$ cat src/rtl/wb_retire_queue_pkg.sv
// Shared types and default sizing for the writeback retire queue.
package wb_stage_params;

    localparam int unsigned WB_DATA_WIDTH  = 32;
    localparam int unsigned WB_ADDR_WIDTH  = 5;
    localparam int unsigned WB_PC_WIDTH    = 32;
    localparam int unsigned WB_QUEUE_DEPTH = 2;
    localparam int unsigned WB_STRB_WIDTH  = WB_DATA_WIDTH / 8;

    typedef struct packed {
        logic [WB_PC_WIDTH-1:0]   program_count;
        logic [WB_STRB_WIDTH-1:0] write_strobe;
        logic [WB_ADDR_WIDTH-1:0] write_address;
        logic [WB_DATA_WIDTH-1:0] write_data;
    } WBQueueEntry;

    typedef struct packed {
        logic                     hit;
        logic                     busy;
        logic [WB_DATA_WIDTH-1:0] data;
    } WBForwardResult;

endpackage

$ cat src/rtl/wb_retire_queue_if.sv
// IO-stage to writeback handshake: the IO stage is master, the queue is slave.
interface wb_retire_queue_if
    import wb_stage_params::*;
#(
    parameter int unsigned DATA_WIDTH = WB_DATA_WIDTH,
    parameter int unsigned ADDR_WIDTH = WB_ADDR_WIDTH,
    parameter int unsigned PC_WIDTH   = WB_PC_WIDTH
) ();

    localparam int unsigned STRB_WIDTH = DATA_WIDTH / 8;

    logic                  io_valid;
    logic                  wb_allow_in;
    logic [PC_WIDTH-1:0]   io_program_count;
    logic [STRB_WIDTH-1:0] io_write_strobe;
    logic [ADDR_WIDTH-1:0] io_write_address;
    logic [DATA_WIDTH-1:0] io_write_data;

    modport master (
        output io_valid, io_program_count, io_write_strobe, io_write_address, io_write_data,
        input  wb_allow_in
    );

    modport slave (
        input  io_valid, io_program_count, io_write_strobe, io_write_address, io_write_data,
        output wb_allow_in
    );

endinterface

$ cat src/rtl/wb_retire_queue_forward.sv
// Youngest-first register match across the queued entries for ID-stage forwarding.
module wb_forward_lookup #(
    parameter int unsigned DATA_WIDTH = 32,
    parameter int unsigned ADDR_WIDTH = 5,
    parameter int unsigned DEPTH      = 2,
    parameter int unsigned PTR_WIDTH  = 1
) (
    input  logic [ADDR_WIDTH-1:0]   entry_address [DEPTH],
    input  logic [DATA_WIDTH/8-1:0] entry_strobe  [DEPTH],
    input  logic [DATA_WIDTH-1:0]   entry_data    [DEPTH],
    input  logic [DEPTH-1:0]        valid,
    input  logic [PTR_WIDTH-1:0]    tail,
    input  logic [ADDR_WIDTH-1:0]   query_address,
    output logic                    hit,
    output logic                    busy,
    output logic [DATA_WIDTH-1:0]   data
);

    logic                 found;
    logic [PTR_WIDTH-1:0] idx;

    // k=0 is the slot just behind tail, i.e. the youngest entry.
    always_comb begin
        hit   = 1'b0;
        busy  = 1'b0;
        data  = '0;
        found = 1'b0;
        idx   = '0;
        for (int unsigned k = 0; k < DEPTH; k++) begin
            idx = PTR_WIDTH'((32'(tail) + DEPTH - 1 - k) % DEPTH);
            if (!found && valid[idx] && query_address != '0 &&
                entry_address[idx] == query_address && entry_strobe[idx] != '0) begin
                found = 1'b1;
                if (&entry_strobe[idx]) begin
                    hit  = 1'b1;
                    data = entry_data[idx];
                end else begin
                    busy = 1'b1;
                end
            end
        end
    end

endmodule

$ cat src/rtl/wb_retire_queue.sv
// Writeback retire queue: buffers completed instructions until the register-file port is granted.
module wb_retire_queue
    import wb_stage_params::*;
#(
    parameter int unsigned DATA_WIDTH = WB_DATA_WIDTH,
    parameter int unsigned ADDR_WIDTH = WB_ADDR_WIDTH,
    parameter int unsigned PC_WIDTH   = WB_PC_WIDTH,
    parameter int unsigned DEPTH      = WB_QUEUE_DEPTH
) (
    input  logic                      clock,
    input  logic                      reset,
    wb_retire_queue_if.slave          io,
    input  logic                      rf_write_ready,
    output logic                      rf_write_enabled,
    output logic [DATA_WIDTH/8-1:0]   rf_write_strobe,
    output logic [ADDR_WIDTH-1:0]     rf_write_address,
    output logic [DATA_WIDTH-1:0]     rf_write_data,
    input  logic [ADDR_WIDTH-1:0]     id_query_address,
    output logic                      id_forward_hit,
    output logic [DATA_WIDTH-1:0]     id_forward_data,
    output logic                      id_forward_busy,
    output logic [31:0]               retire_count,
    output logic [PC_WIDTH-1:0]       debug_program_count,
    output logic [DATA_WIDTH/8-1:0]   debug_register_file_write_enabled,
    output logic [ADDR_WIDTH-1:0]     debug_register_file_write_address,
    output logic [DATA_WIDTH-1:0]     debug_register_file_write_data
);

    localparam int unsigned STRB_WIDTH  = DATA_WIDTH / 8;
    localparam int unsigned PTR_WIDTH   = (DEPTH > 1) ? $clog2(DEPTH) : 1;
    localparam int unsigned COUNT_WIDTH = $clog2(DEPTH + 1);
    localparam logic [PTR_WIDTH-1:0]   LAST_SLOT = PTR_WIDTH'(DEPTH - 1);
    localparam logic [COUNT_WIDTH-1:0] FULL      = COUNT_WIDTH'(DEPTH);

    logic [PC_WIDTH-1:0]   entry_pc      [DEPTH];
    logic [STRB_WIDTH-1:0] entry_strobe  [DEPTH];
    logic [ADDR_WIDTH-1:0] entry_address [DEPTH];
    logic [DATA_WIDTH-1:0] entry_data    [DEPTH];

    logic [PTR_WIDTH-1:0]   head, tail;
    logic [COUNT_WIDTH-1:0] count;
    logic [DEPTH-1:0]       valid;
    logic                   occupied, head_writes, push, pop;
    logic [STRB_WIDTH-1:0]  push_strobe;

    assign occupied       = count != '0;
    assign head_writes    = entry_strobe[head] != '0;
    assign pop            = occupied && (!head_writes || rf_write_ready);
    assign io.wb_allow_in = (count < FULL) || pop;
    assign push           = io.io_valid && io.wb_allow_in;
    // $0 is hardwired: squash the strobe so the entry retires without writing.
    assign push_strobe    = (io.io_write_address == '0) ? '0 : io.io_write_strobe;

    always_ff @(posedge clock or posedge reset) begin
        if (reset) begin
            head         <= '0;
            tail         <= '0;
            count        <= '0;
            retire_count <= '0;
        end else begin
            if (push) tail <= (tail == LAST_SLOT) ? '0 : tail + PTR_WIDTH'(1);
            if (pop)  head <= (head == LAST_SLOT) ? '0 : head + PTR_WIDTH'(1);
            if (push && !pop)      count <= count + COUNT_WIDTH'(1);
            else if (pop && !push) count <= count - COUNT_WIDTH'(1);
            if (pop) retire_count <= retire_count + 32'd1;
        end
    end

    always_ff @(posedge clock) begin
        if (push) begin
            entry_pc[tail]      <= io.io_program_count;
            entry_strobe[tail]  <= push_strobe;
            entry_address[tail] <= io.io_write_address;
            entry_data[tail]    <= io.io_write_data;
        end
    end

    always_comb begin
        valid = '0;
        for (int unsigned i = 0; i < DEPTH; i++) begin
            valid[i] = ((i + DEPTH - 32'(head)) % DEPTH) < 32'(count);
        end
    end

    assign rf_write_enabled = occupied && head_writes && rf_write_ready;
    assign rf_write_strobe  = rf_write_enabled ? entry_strobe[head] : '0;
    assign rf_write_address = occupied ? entry_address[head] : '0;
    assign rf_write_data    = occupied ? entry_data[head] : '0;

    assign debug_program_count               = pop ? entry_pc[head] : '0;
    assign debug_register_file_write_enabled = pop ? rf_write_strobe : '0;
    assign debug_register_file_write_address = pop ? entry_address[head] : '0;
    assign debug_register_file_write_data    = pop ? entry_data[head] : '0;

    wb_forward_lookup #(
        .DATA_WIDTH (DATA_WIDTH),
        .ADDR_WIDTH (ADDR_WIDTH),
        .DEPTH      (DEPTH),
        .PTR_WIDTH  (PTR_WIDTH)
    ) u_forward (
        .entry_address (entry_address),
        .entry_strobe  (entry_strobe),
        .entry_data    (entry_data),
        .valid         (valid),
        .tail          (tail),
        .query_address (id_query_address),
        .hit           (id_forward_hit),
        .busy          (id_forward_busy),
        .data          (id_forward_data)
    );

endmodule

$ cat src/flat_wrapper.sv
// flat-port wrapper written by rule: the top's interface ports become plain ports
module wb_retire_queue_flat import wb_stage_params::*;
#(
    parameter int unsigned DATA_WIDTH = WB_DATA_WIDTH,
    parameter int unsigned ADDR_WIDTH = WB_ADDR_WIDTH,
    parameter int unsigned PC_WIDTH   = WB_PC_WIDTH,
    parameter int unsigned DEPTH      = WB_QUEUE_DEPTH
)
  (clock, reset, rf_write_ready, rf_write_enabled, rf_write_strobe, rf_write_address, rf_write_data, id_query_address, id_forward_hit, id_forward_data, id_forward_busy, retire_count, debug_program_count, debug_register_file_write_enabled, debug_register_file_write_address, debug_register_file_write_data, io_io_valid, io_io_program_count, io_io_write_strobe, io_io_write_address, io_io_write_data, io_wb_allow_in);
  wb_retire_queue_if #(.DATA_WIDTH(DATA_WIDTH), .ADDR_WIDTH(ADDR_WIDTH), .PC_WIDTH(PC_WIDTH)) io_i ();
  input  logic clock;
  input  logic reset;
  input  logic rf_write_ready;
  output logic rf_write_enabled;
  output logic [DATA_WIDTH/8-1:0] rf_write_strobe;
  output logic [ADDR_WIDTH-1:0] rf_write_address;
  output logic [DATA_WIDTH-1:0] rf_write_data;
  input  logic [ADDR_WIDTH-1:0] id_query_address;
  output logic id_forward_hit;
  output logic [DATA_WIDTH-1:0] id_forward_data;
  output logic id_forward_busy;
  output logic [31:0] retire_count;
  output logic [PC_WIDTH-1:0] debug_program_count;
  output logic [DATA_WIDTH/8-1:0] debug_register_file_write_enabled;
  output logic [ADDR_WIDTH-1:0] debug_register_file_write_address;
  output logic [DATA_WIDTH-1:0] debug_register_file_write_data;
  input wire logic [$bits(io_i.io_valid)-1:0] io_io_valid;
  input wire logic [$bits(io_i.io_program_count)-1:0] io_io_program_count;
  input wire logic [$bits(io_i.io_write_strobe)-1:0] io_io_write_strobe;
  input wire logic [$bits(io_i.io_write_address)-1:0] io_io_write_address;
  input wire logic [$bits(io_i.io_write_data)-1:0] io_io_write_data;
  output wire logic [$bits(io_i.wb_allow_in)-1:0] io_wb_allow_in;
  assign io_i.io_valid = io_io_valid;
  assign io_i.io_program_count = io_io_program_count;
  assign io_i.io_write_strobe = io_io_write_strobe;
  assign io_i.io_write_address = io_io_write_address;
  assign io_i.io_write_data = io_io_write_data;
  assign io_wb_allow_in = io_i.wb_allow_in;
  wb_retire_queue #(.DATA_WIDTH(DATA_WIDTH), .ADDR_WIDTH(ADDR_WIDTH), .PC_WIDTH(PC_WIDTH), .DEPTH(DEPTH)) u_core (.clock(clock), .reset(reset), .io(io_i), .rf_write_ready(rf_write_ready), .rf_write_enabled(rf_write_enabled), .rf_write_strobe(rf_write_strobe), .rf_write_address(rf_write_address), .rf_write_data(rf_write_data), .id_query_address(id_query_address), .id_forward_hit(id_forward_hit), .id_forward_data(id_forward_data), .id_forward_busy(id_forward_busy), .retire_count(retire_count), .debug_program_count(debug_program_count), .debug_register_file_write_enabled(debug_register_file_write_enabled), .debug_register_file_write_address(debug_register_file_write_address), .debug_register_file_write_data(debug_register_file_write_data));
endmodule
$ cat config.mk
export PLATFORM = sky130hd
export DESIGN_NAME = wb_retire_queue_flat
export DESIGN_NICKNAME = d
export VERILOG_FILES = /design/src/rtl/wb_retire_queue_pkg.sv /design/src/rtl/wb_retire_queue_if.sv /design/src/rtl/wb_retire_queue_forward.sv /design/src/rtl/wb_retire_queue.sv /design/src/flat_wrapper.sv
export SDC_FILE = /design/constraint.sdc
export NUM_CORES = 1
export LEC_CHECK = 0
export ABC_AREA = 1
export CAP_MARGIN = 30
export CORE_UTILIZATION = 40
export CTS_CLUSTER_SIZE = 30
export DETAILED_ROUTE_END_ITERATION = 10
export PLACE_DENSITY_LB_ADDON = 0.05
export SETUP_SLACK_MARGIN = 0.1
export SLEW_MARGIN = 20
export SYNTH_ARGS = -nofsm -noshare
export SYNTH_HDL_FRONTEND = slang
export SYNTH_SLANG_ARGS = --single-unit
export TNS_END_PERCENT = 10
$ cat constraint.sdc
create_clock -name clock -period 11 [get_ports clock]
set_input_delay 2.2 -clock clock [delete_from_list [all_inputs] [get_ports clock]]
set_output_delay 2.2 -clock clock [all_outputs]
set_load 0.1 [all_outputs]
---- Word-level counts from Yosys, hierarchy flattened ----
Memories as Yosys holds them, arrays and structs flattened.
Index checks and enable logic that the tools add are counted.
word-level totals
  flip-flop bits (word level) ............. 118
  RAM bits ................................ 64
  memories kept ........................... 1
  logic and storage cells ................. 133
  output and inout port bits .............. 182
  input bits .............................. 82
cells by class
  $add $sub $neg .......................... 10
  magnitude comparators ................... 10
  eq/ne operators ......................... 2
  bitwise logic cells ..................... 4
  mux-type cells .......................... 67
  reductions and logical operators ........ 29
memories
  name             depth  width  read ports  clocked after memory_dff  wr ports  line                   text
  u_core.entry_pc  2      32     1           0                         1         wb_retire_queue.sv:35  logic [PC_WIDTH-1:0] entry_pc [DEPTH];
operator list
  operator                 count
  $mux W32                 17
  $bwmux W64               1
  $mux W5                  12
  $mux W4                  13
  $add A32 B1 Y32 const B  1
  $demux W32 S1            1
  $mux W1                  17
  $logic_and A1 B1 Y1      14
  $reduce_bool A4 Y1       3
  $bwmux W10               1
  $eq A5 B5 Y1             2
  $bwmux W8                1
  $ge A2 B2 Y1 const B     4
  $not A1 Y2               4
  $reduce_and A4 Y1        2
  $demux W5 S1             1
  $logic_not A5 Y1         1
  $reduce_bool A5 Y1       1
  $demux W4 S1             1
  $logic_not A1 Y1         4
  $lt A1 B2 Y1             2
  $lt A1 B2 Y1 const B     2
  $mux W2                  2
  $reduce_bool A2 Y1       2
  8 further kinds          13

---- Longest topological paths before layout ----
Gate-level depths: netlist (run 1).
  word-level depth ........................ 16
  gate-level depth with buffers ........... 15
  mapped depth without buffers ............ 12

---- Cells and area by module ----
Synthesis (run 1) repeated with hierarchy kept, for this count alone.
second synthesis, totals
  cells, all modules ...................... 1275
  area, all modules ....................... 10358.7 um2
modules (own cells, without submodules)
  module             cells an instance  area each (um2)  times used  sequential area each (um2)
  wb_retire_queue    776                8159.1           1           5285.1
  wb_forward_lookup  499                2199.6           1           0.0

---- Worst setup path before layout (run 1) ----
Ideal clock, no wire load.
  path kind ............................... input -> output
  from .................................... input port id_query_address[4]
  to ...................................... output port id_forward_hit
  required time ........................... 8800 ps
  cell stages on the path ................. 8
  slack ................................... 3573 ps
  data arrival time ....................... 5227 ps
  buffers on the path ..................... 1
  cell sequence ........................... inv_1 nand3_1 nand2_1 nand2_1 nor2_2 nand2_2 buf_2 o31ai_1
between the ends
  longest elaborated chain between the ends .. 11
  elaborated cells on any way between the ends .. 15
  classes of those cells .................. eq/ne (2); mux (4); reduce/logical (9)
ends and longest elaborated chain
  element                           line                           text
  from (decl)                       flat_wrapper.sv:18             input logic [ADDR_WIDTH-1:0] id_query_address;
  $reduce_bool A5 Y1                wb_retire_queue_forward.sv:31  if (!found && valid[idx] && query_address != '0 &&
  $logic_and A1 B1 Y1 (2 in a row)  wb_retire_queue_forward.sv:31
  $logic_and A1 B1 Y1               wb_retire_queue_forward.sv:32  entry_address[idx] == query_address && entry_strobe[idx] != '0) begin
  $mux W1                           wb_retire_queue_forward.sv:31
  $logic_not A1 Y1                  wb_retire_queue_forward.sv:31
  $logic_and A1 B1 Y1 (3 in a row)  wb_retire_queue_forward.sv:31
  $logic_and A1 B1 Y1               wb_retire_queue_forward.sv:32
  $mux W1 *                         wb_retire_queue_forward.sv:31
  to (decl)                         flat_wrapper.sv:19             output logic id_forward_hit;
Mark *: on every way between the ends. The rest lies on a longest branch, timed or not.

---- Worst setup path after layout (run 1) ----
  from .................................... input port id_query_address[0]
  to ...................................... output port id_forward_hit
The elaborated chain is that of the path after synthesis.

==> results.sh, run 1 <==
export IMPL_fmax_mhz=115.1
export IMPL_final_util_pct=55.28
export IMPL_crit_fanout=36
export IMPL_route_met3_wl_um=1758
export IMPL_grt_pass1_vias=8541
export IMPL_worstPathArrival_ns=6.49
export IMPL_gp_congestion=0.8720
export IMPL_cts_buffers=17
export IMPL_worstMarginPinSlew_ns=1.048
export IMPL_finalHoldViolCount=0
export IMPL_clk_path_buf_depth=2
export IMPL_final_max_slew_viol_count=0
export IMPL_place_hpwl_um=18640
export IMPL_ys_warn_count=0
export IMPL_dieArea_um2=25510
export IMPL_yosysSeqAreaShare_pct=53.12
export IMPL_rsz0062_at_grt="no"
export IMPL_synth_cell_types=30
export IMPL_cap_violations=0
export IMPL_holdBufCountCts=0
export IMPL_fillerInstances=2292
export IMPL_synth_area_leader_cell="edfxtp_1"
export IMPL_outcome="completed"
export IMPL_syn_nets=1315
export IMPL_min_period_over_period_pct=78.96
export IMPL_cts_sinks=182
export IMPL_synth_edf_count=146
export IMPL_worstPathRequired_ns=8.80
export IMPL_netlist_instances=1231
export IMPL_synth_top_area_share_pct=44.06
export IMPL_totalWireLength_um=28090
export IMPL_tns_ns=0
export IMPL_ys_top_cells_by_count="380 x nand2_1, 169 x nor2_1, 146 x edfxtp_1"
export IMPL_m1WireLength_um=12720
export IMPL_grt_max_degree=102
export IMPL_start_util_pct=40.79
export IMPL_drtAntennaViolNets=0
export IMPL_ctsResizeCount=0
export IMPL_wl_met2_um=13140
export IMPL_antenna_found_initial=4
export IMPL_cts_tree="done"
export IMPL_area_delta_synth_final_pct=35.51
export IMPL_route_vias_total=8950
export IMPL_worst_slack_ns=2.314
export IMPL_die_x_um=159.7
export IMPL_dr_first_iter_drc_count=655
export IMPL_port_buffers=263
export IMPL_clock_latency_ns=0.44
export IMPL_cts_root_buffer="clkbuf_16"
export IMPL_rows=57
export IMPL_coreArea_um2=24390
export IMPL_grt_pass1_wl_um=44970
export IMPL_layout_nets=1538
export IMPL_period_needed_ns=8.686
export IMPL_hold_class="flip-flop to flip-flop"
export IMPL_die_h_um=159.7
export IMPL_topRoutingLayerUsed="met5"
export IMPL_syn_area_um2=9950
export IMPL_skew_ns=0.01581
export IMPL_grt_use_total_pct=22.31
export IMPL_path_clk_slew_ns=0.08
export IMPL_drive_gt1_share_pct=4.022
export IMPL_ios=264
export IMPL_drt_pass1_iterations=5
export IMPL_max_slew_margin_pct=29.92
export IMPL_cts_setup_buffers=0
export IMPL_synth_area_per_cell_um2=8.082
export IMPL_preCtsSetupSlack_ns=2.385
export IMPL_ys_ff_latch=182
export IMPL_finalSetupViolations=0
export IMPL_drcViolationCount=0
export IMPL_synth_ff_type="edfxtp_1"
export IMPL_timing_worst_setup_path_type="primary input to output port"
export IMPL_endpoint_kind="output port"
export IMPL_worstReg2RegStart="u_core.head"
export IMPL_synth_async_reset_ratio_pct=19.78
export IMPL_h_tree_depth=4
export IMPL_synth_area_leaders="edfxtp_1 44%, nand2_1 14%, dfrtp_1 9.1%"
export IMPL_cp_start_kind="primary input"
export IMPL_min_from="u_core.retire_count[10]"
export IMPL_viasPerCell=4.989
export IMPL_worstSetupStartpoint="id_query_address[0]"
export IMPL_grt_overflow_total=0
export IMPL_wl_per_cell_um=15.65
export IMPL_synthMostInstantiatedCell="nand2_1"
[registers in the layout, indices dropped and copies added (netlist names)]
| signal | flops |
|---|---|
| u_core.entry_data | 64 |
| u_core.entry_address | 10 |
| u_core.entry_pc | 64 |
| u_core.head | 1 |
| u_core.retire_count | 32 |
| u_core.tail | 1 |
| u_core.count | 2 |
| u_core.entry_strobe | 8 |
[cell type report]
type	instances	area [um2]	area share, %
sequential	182	5290	39.24
timing repair buffer	276	2775	20.58
antenna	3	7.507	0.05568
inverter	116	437.9	3.248
tap	324	405.4	3.007
clock buffer	17	425.4	3.155
clock inverter	15	221.5	1.643
multi-input combinational	861	3920	29.07
[final timing paths]
| kind | to | slack [ns] | cells past startpoint |
|---|---|---|---|
| max | id_forward_hit | 2.31 | 11 |
| min | u_core.retire_count[10] | 0.53 | 1 |
| max reg2reg | u_core.entry_pc[1][10] | 7.30 | 9 |
| min reg2reg | u_core.retire_count[10] | 0.53 | 1 |
| max in group asynchronous | u_core.head | 8.43 | 3 |
| min in group asynchronous | u_core.retire_count[13] | 2.18 | 3 |
[cell usage in the layout (no fill, tap or decap), drive strengths merged]
master         instances
xor2                  22
nor2                 173
mux2i                  4
ha                     2
buf                   13
nand4                 70
o31ai                  1
a21oi                 64
nand2                381
clkbuf                17
clkdlybuf4s50        263
o21ai                 91
inv                  124
nand3                 29
nand2b                 1
edfxtp               146
clkinv                 7
nor3                  13
xnor2                  9
dfrtp                 36
diode                  3
o22ai                  1
[per-layer routing]
layer | vias up | global-route usage, %
met4 | 4 | 6.643
met1 | 4126 | 29.36
met5 | - | 0
li1 | 4491 | -
met3 | 37 | 5.610
met2 | 292 | 36.22
[logic make-up after synthesis]
kind of cell | after synthesis | share of synthesized area (%)
AOI/OAI and AO/OA | 157 | 7.935
and+or+nand+nor | 667 | 27.75
adders and majority gates | 2 | 0.2515
buffers and inverters | 188 | 7.809
xor gates and xnor gates | 31 | 2.729
muxes | 4 | 0.4024
DFF | 182 | 53.12
[through the flow]
step,hold slack [ns],cells,area [um2]
finish,0.5347,1794,13480
floorplan,0.4964,1231,9950
global placement,0.5211,1756,12760
global route,0.5809,1791,13480
detailed placement,0.5219,1756,12760
CTS,0.5362,1788,13410
[critical path: stages]
cell and delay, ns:
clkdlybuf4s50_1 0.53, nor2_1 0.07, nand3_1 0.08, nand2_1 0.05
inv_1 0.05, nand2_1 0.07, nor2_4 0.67, nand2_2 0.67
nand3_2 0.76, o31ai_1 0.27, clkdlybuf4s50_1 1.04
Power of run 1 is not shown: default switching activity piles up to over one toggle a cycle in this logic, so the estimate is an artifact.
==> run 2, diff against run 1 <==
==> constraint.sdc (replaced) <==
create_clock -name clock -period 7.53 [get_ports clock]
set_input_delay 1.506 -clock clock [delete_from_list [all_inputs] [get_ports clock]]
set_output_delay 1.506 -clock clock [all_outputs]
set_load 0.1 [all_outputs]
==> results.sh, run 2 (synthesized netlist as in run 1, its figures left out) <==
export IMPL_ios=264
export IMPL_whs_path_depth=1
export IMPL_timing_worst_setup_path_type="primary input to output port"
export IMPL_outcome="completed"
export IMPL_rsz0062_at_grt="no"
export IMPL_grt_overflow_total=0
export IMPL_path_cells="clkdlybuf4s50_1 -> nor2_1 -> nand3_1 -> nand2_1 -> nor2_1 -> nand3_1 -> nor2_4 -> buf_4 -> nand3_2 -> o31ai_1 -> buf_12"
export IMPL_finalSetupViolations=0
export IMPL_fillerInstances=2246
export IMPL_worstPathRequired_ns=6.02
export IMPL_cts_root_buffer="clkbuf_16"
export IMPL_ctsResizeCount=0
export IMPL_path_clk_slew_ns=0.08
export IMPL_start_util_pct=40.79
export IMPL_cts_tree="done"
export IMPL_crit_fanout=34
export IMPL_skew_ns=0.01560
export IMPL_totalWireLength_um=27280
export IMPL_worstPathArrival_ns=4.27
export IMPL_fmax_mhz=173.0
export IMPL_grt_max_degree=91
export IMPL_drive_gt1_share_pct=6.467
export IMPL_cts_sinks=182
export IMPL_viasPerCell=4.954
export IMPL_slowest_stage="nand3_2"
export IMPL_h_tree_depth=4
export IMPL_cp_start_kind="primary input"
export IMPL_seqCellArea_um2=5290
export IMPL_reg_top3="u_core.entry_data (64), u_core.entry_pc (64), u_core.retire_count (32)"
export IMPL_cp_depth=11
export IMPL_tns_ns=0
export IMPL_grt_pass1_wl_um=43530
export IMPL_clk_path_buf_depth=2
export IMPL_final_common_cell="nand2_1"
export IMPL_gp_congestion=0.8744
export IMPL_coreArea_um2=24390
export IMPL_clock_latency_ns=0.44
export IMPL_place_hpwl_um=18130
export IMPL_grt_pass1_vias=8121
export IMPL_crit_family="simple AND/OR/NAND/NOR gates"
export IMPL_cts_setup_buffers=0
export IMPL_cap_violations=0
export IMPL_drt_pass1_iterations=6
export IMPL_dieArea_um2=25510
export IMPL_min_period_over_period_pct=76.77
export IMPL_drcViolationCount=0
export IMPL_grt_use_total_pct=21.72
export IMPL_dr_first_iter_drc_count=569
export IMPL_worstMarginPinSlew_ns=1.015
export IMPL_max_stage_delay_ns=0.68
export IMPL_route_vias_total=8893
export IMPL_multiInputGateArea_um2=3920
export IMPL_antenna_found_initial=3
export IMPL_die_x_um=159.7
export IMPL_port_buffers=263
export IMPL_endpoint_kind="output port"
export IMPL_max_slew_margin_pct=32.10
export IMPL_wl_per_cell_um=15.20
export IMPL_rows=57
export IMPL_r2r_cells=9
export IMPL_area_delta_synth_final_pct=38.96
export IMPL_cts_buffers=17
export IMPL_die_h_um=159.7
export IMPL_layout_nets=1540
export IMPL_critPathBufInv=3
export IMPL_final_max_slew_viol_count=0
export IMPL_finalHoldViolCount=0
export IMPL_hold_class="flip-flop to flip-flop"
export IMPL_period_needed_ns=5.781
export IMPL_holdBufCountCts=0
export IMPL_mostFrequentLayoutCells="379 x nand2_1, 229 x clkdlybuf4s50_1, 165 x nor2_1"
export IMPL_drtAntennaViolNets=0
-- run 2: per-layer routing --
| metal | vias to the layer above | GRT usage (%) | share of wire, % |
|---|---|---|---|
| li1 | 4501 | - | - |
| met1 | 4056 | 28.52 | 44 |
| met2 | 298 | 35.47 | 47 |
| met3 | 36 | 5.558 | 7.5 |
| met4 | 2 | 6.031 | 1.4 |
| met5 | - | 0 | 0.062 |
-- run 2: path summary, 6_finish.rpt --
path	slack, ns	to	startpoint
min in group asynchronous	1.48	u_core.retire_count[29]	reset
max in group asynchronous	5.67	u_core.head	reset
setup reg to reg	3.73	u_core.entry_data[21]	u_core.head
setup / recovery	1.75	id_forward_hit	id_query_address[2]
hold / removal	0.53	u_core.retire_count[10]	u_core.retire_count[10]
hold reg to reg	0.53	u_core.retire_count[10]	u_core.retire_count[10]
-- run 2: worst reg2reg max path: stages, from the launching register on --
cell and delay [ns]:
dfrtp_4 0.59, inv_1 0.17, buf_4 0.40, nand2_1 0.09, o21ai_1 0.17, nand4_1 0.15
nand2_1 0.15, o21ai_0 0.25, nor2_4 0.74, buf_4 0.68
-- run 2: layout make-up --
class | count | share of cell area (%)
Antenna cell | 2 | 0.03620
Clock buffer | 17 | 3.077
Sequential cell | 182 | 38.26
Clock inverter | 15 | 1.656
Inverter | 116 | 3.167
Timing Repair Buffer | 278 | 22.52
Tap cell | 324 | 2.932
Multi-Input combinational cell | 861 | 28.35
-- run 2: per-stage QoR --
step                area [um2]  setup slack (ns)  hold slack [ns]  utilization, %  std cells
finish                   13830             1.749           0.5335           56.68       1795
global route             13820             1.397           0.5703           56.66       1793
CTS                      13790             1.668           0.5348           56.52       1791
detailed placement       13130             1.723           0.5199           53.84       1759
global placement         13100             1.738           0.5174           53.72       1758
floorplan                 9950             1.491           0.4964               -       1231
Power of run 2 is left out for the same reason.
==> run 3, diff against run 2 <==
==> constraint.sdc (replaced) <==
create_clock -name clock -period 4.8 [get_ports clock]
set_input_delay 0.96 -clock clock [delete_from_list [all_inputs] [get_ports clock]]
set_output_delay 0.96 -clock clock [all_outputs]
set_load 0.1 [all_outputs]
==> results.sh, run 3 (synthesized netlist as in run 1, its figures left out) <==
export IMPL_reg_top3="u_core.entry_data (64), u_core.entry_pc (64), u_core.retire_count (32)"
export IMPL_skew_ns=0.01804
export IMPL_fmax_mhz=239.2
export IMPL_crit_family="buffers and inverters"
export IMPL_cts_buffers=17
export IMPL_finalNonFillerCells=1803
export IMPL_outcome="completed"
export IMPL_rsz0062_at_grt="no"
export IMPL_holdBufCountCts=0
export IMPL_hold_class="flip-flop to flip-flop"
export IMPL_ctsResizeCount=0
export IMPL_min_from="u_core.retire_count[10]"
export IMPL_place_hpwl_um=19940
export IMPL_grt_use_total_pct=22.59
export IMPL_worstPathArrival_ns=3.22
export IMPL_critPathBufInv=3
export IMPL_gp_congestion=0.8604
export IMPL_worstSetupStartpoint="u_core.head"
export IMPL_clk_path_buf_depth=2
export IMPL_timing_worst_setup_path_type="flip-flop to output port"
export IMPL_grt_overflow_total=0
export IMPL_cts_tree="done"
export IMPL_rows=57
export IMPL_area_delta_synth_final_pct=46.98
export IMPL_finalHoldViolCount=0
export IMPL_h_tree_depth=4
export IMPL_worstReg2RegStart="u_core.head"
export IMPL_post_place_cells=1769
export IMPL_cap_violations=0
export IMPL_ios=264
export IMPL_cts_setup_buffers=0
export IMPL_tns_ns=0
export IMPL_drt_pass1_iterations=5
export IMPL_wl_met2_um=13450
export IMPL_dr_first_iter_drc_count=723
export IMPL_clock_latency_ns=0.44
export IMPL_final_max_slew_viol_count=0
export IMPL_period_needed_ns=4.180
export IMPL_antenna_found_initial=5
export IMPL_max_slew_margin_pct=31.57
export IMPL_final_common_cell="nand2_1"
export IMPL_viasPerCell=5.003
export IMPL_mostFrequentLayoutCells="379 x nand2_1, 165 x nor2_1, 146 x edfxtp_1"
export IMPL_cp_start_kind="flip-flop"
export IMPL_cts_root_buffer="clkbuf_16"
export IMPL_finalSetupViolations=0
export IMPL_slowest_stage="dfrtp_4"
export IMPL_totalWireLength_um=28510
export IMPL_max_stage_delay_ns=0.77
export IMPL_worstMarginPinSlew_ns=1.023
export IMPL_m1WireLength_um=12410
export IMPL_port_buffers=263
export IMPL_grt_pass1_vias=8488
export IMPL_coreArea_um2=24390
export IMPL_drive_gt1_share_pct=13.61
export IMPL_drtAntennaViolNets=0
export IMPL_die_x_um=159.7
export IMPL_grt_max_degree=68
export IMPL_holdWs_ns=0.5222
export IMPL_route_vias_total=9020
export IMPL_path_clk_slew_ns=0.08
export IMPL_cts_sinks=182
export IMPL_crit_fanout=48
export IMPL_layout_nets=1548
export IMPL_dieArea_um2=25510
export IMPL_min_period_over_period_pct=87.08
export IMPL_route_met3_wl_um=2045
export IMPL_wl_per_cell_um=15.81
export IMPL_drcViolationCount=0
export IMPL_worstPathRequired_ns=3.84
export IMPL_die_h_um=159.7
export IMPL_start_util_pct=40.79
export IMPL_path_cells="inv_1 -> o21ai_1 -> nand4_1 -> nand2_1 -> nand2_4 -> buf_4 -> a21oi_1 -> buf_12"
export IMPL_grt_pass1_wl_um=45060
export IMPL_topRoutingLayerUsed="met5"
export IMPL_endpoint_kind="output port"
-- run 3: cell types whose count changed in the layout (fill, tap and decap cells not counted) --
cell	before	now
nor2_4	5	6
buf_8	1	0
o31ai_1	1	0
buf_4	13	40
buf_16	1	0
clkdlybuf4s50_1	229	132
inv_8	3	2
inv_6	1	2
buf_12	34	114
nor2_2	3	2
o31ai_2	0	1
-- run 3: worst reg2reg max path, delay by kind of cell (launching register included) --
family | cells | cell delay [ns]
DFF | 1 | 0.77
AOI/OAI and AO/OA | 3 | 0.52
buffers and inverters | 2 | 0.63
xor gates and xnor gates | 1 | 0.16
adders and majority gates | 1 | 0.36
and+or+nand+nor | 3 | 0.57
-- run 3: final cells by class --
type / count / area, um2
Clock inverter: 15 / 226.5
Sequential cell: 182 / 5290
Tap cell: 324 / 405.4
Multi-Input combinational cell: 861 / 3930
Fill cell: 2121 / 9767
Inverter: 116 / 437.9
Antenna cell: 2 / 5.005
Timing Repair Buffer: 286 / 3904
Clock buffer: 17 / 425.4
-- run 3: path summary, 6_finish.rpt --
| kind | cells past startpoint | endpoint | slack (ns) |
|---|---|---|---|
| worst max-delay path | 8 | debug_program_count[15] | 0.62 |
| worst min-delay path | 1 | u_core.retire_count[10] | 0.52 |
| worst max register to register | 10 | u_core.count[1] | 1.68 |
| worst min register to register | 1 | u_core.retire_count[10] | 0.52 |
| max in group asynchronous | 3 | u_core.head | 3.49 |
| min in group asynchronous | 3 | u_core.retire_count[26] | 0.93 |
-- run 3: per-layer routing --
| layer | GRT usage (%) | vias up |
|---|---|---|
| met5 | 0 | - |
| met4 | 7.255 | 6 |
| met3 | 5.662 | 48 |
| met2 | 36.52 | 309 |
| met1 | 29.66 | 4133 |
| li1 | - | 4524 |
-- run 3: stage by stage --
step | cell area, um2 | util (%) | setup WS, ns
final | 14620 | 59.96 | 0.6201
after global routing | 14620 | 59.94 | 0.3441
after CTS | 14620 | 59.94 | 0.5389
after detailed placement | 13970 | 57.26 | 0.7044
after global placement | 13970 | 57.26 | 0.7472
after floorplan | 9957 | - | 0.03752
Power of run 3 is left out for the same reason.
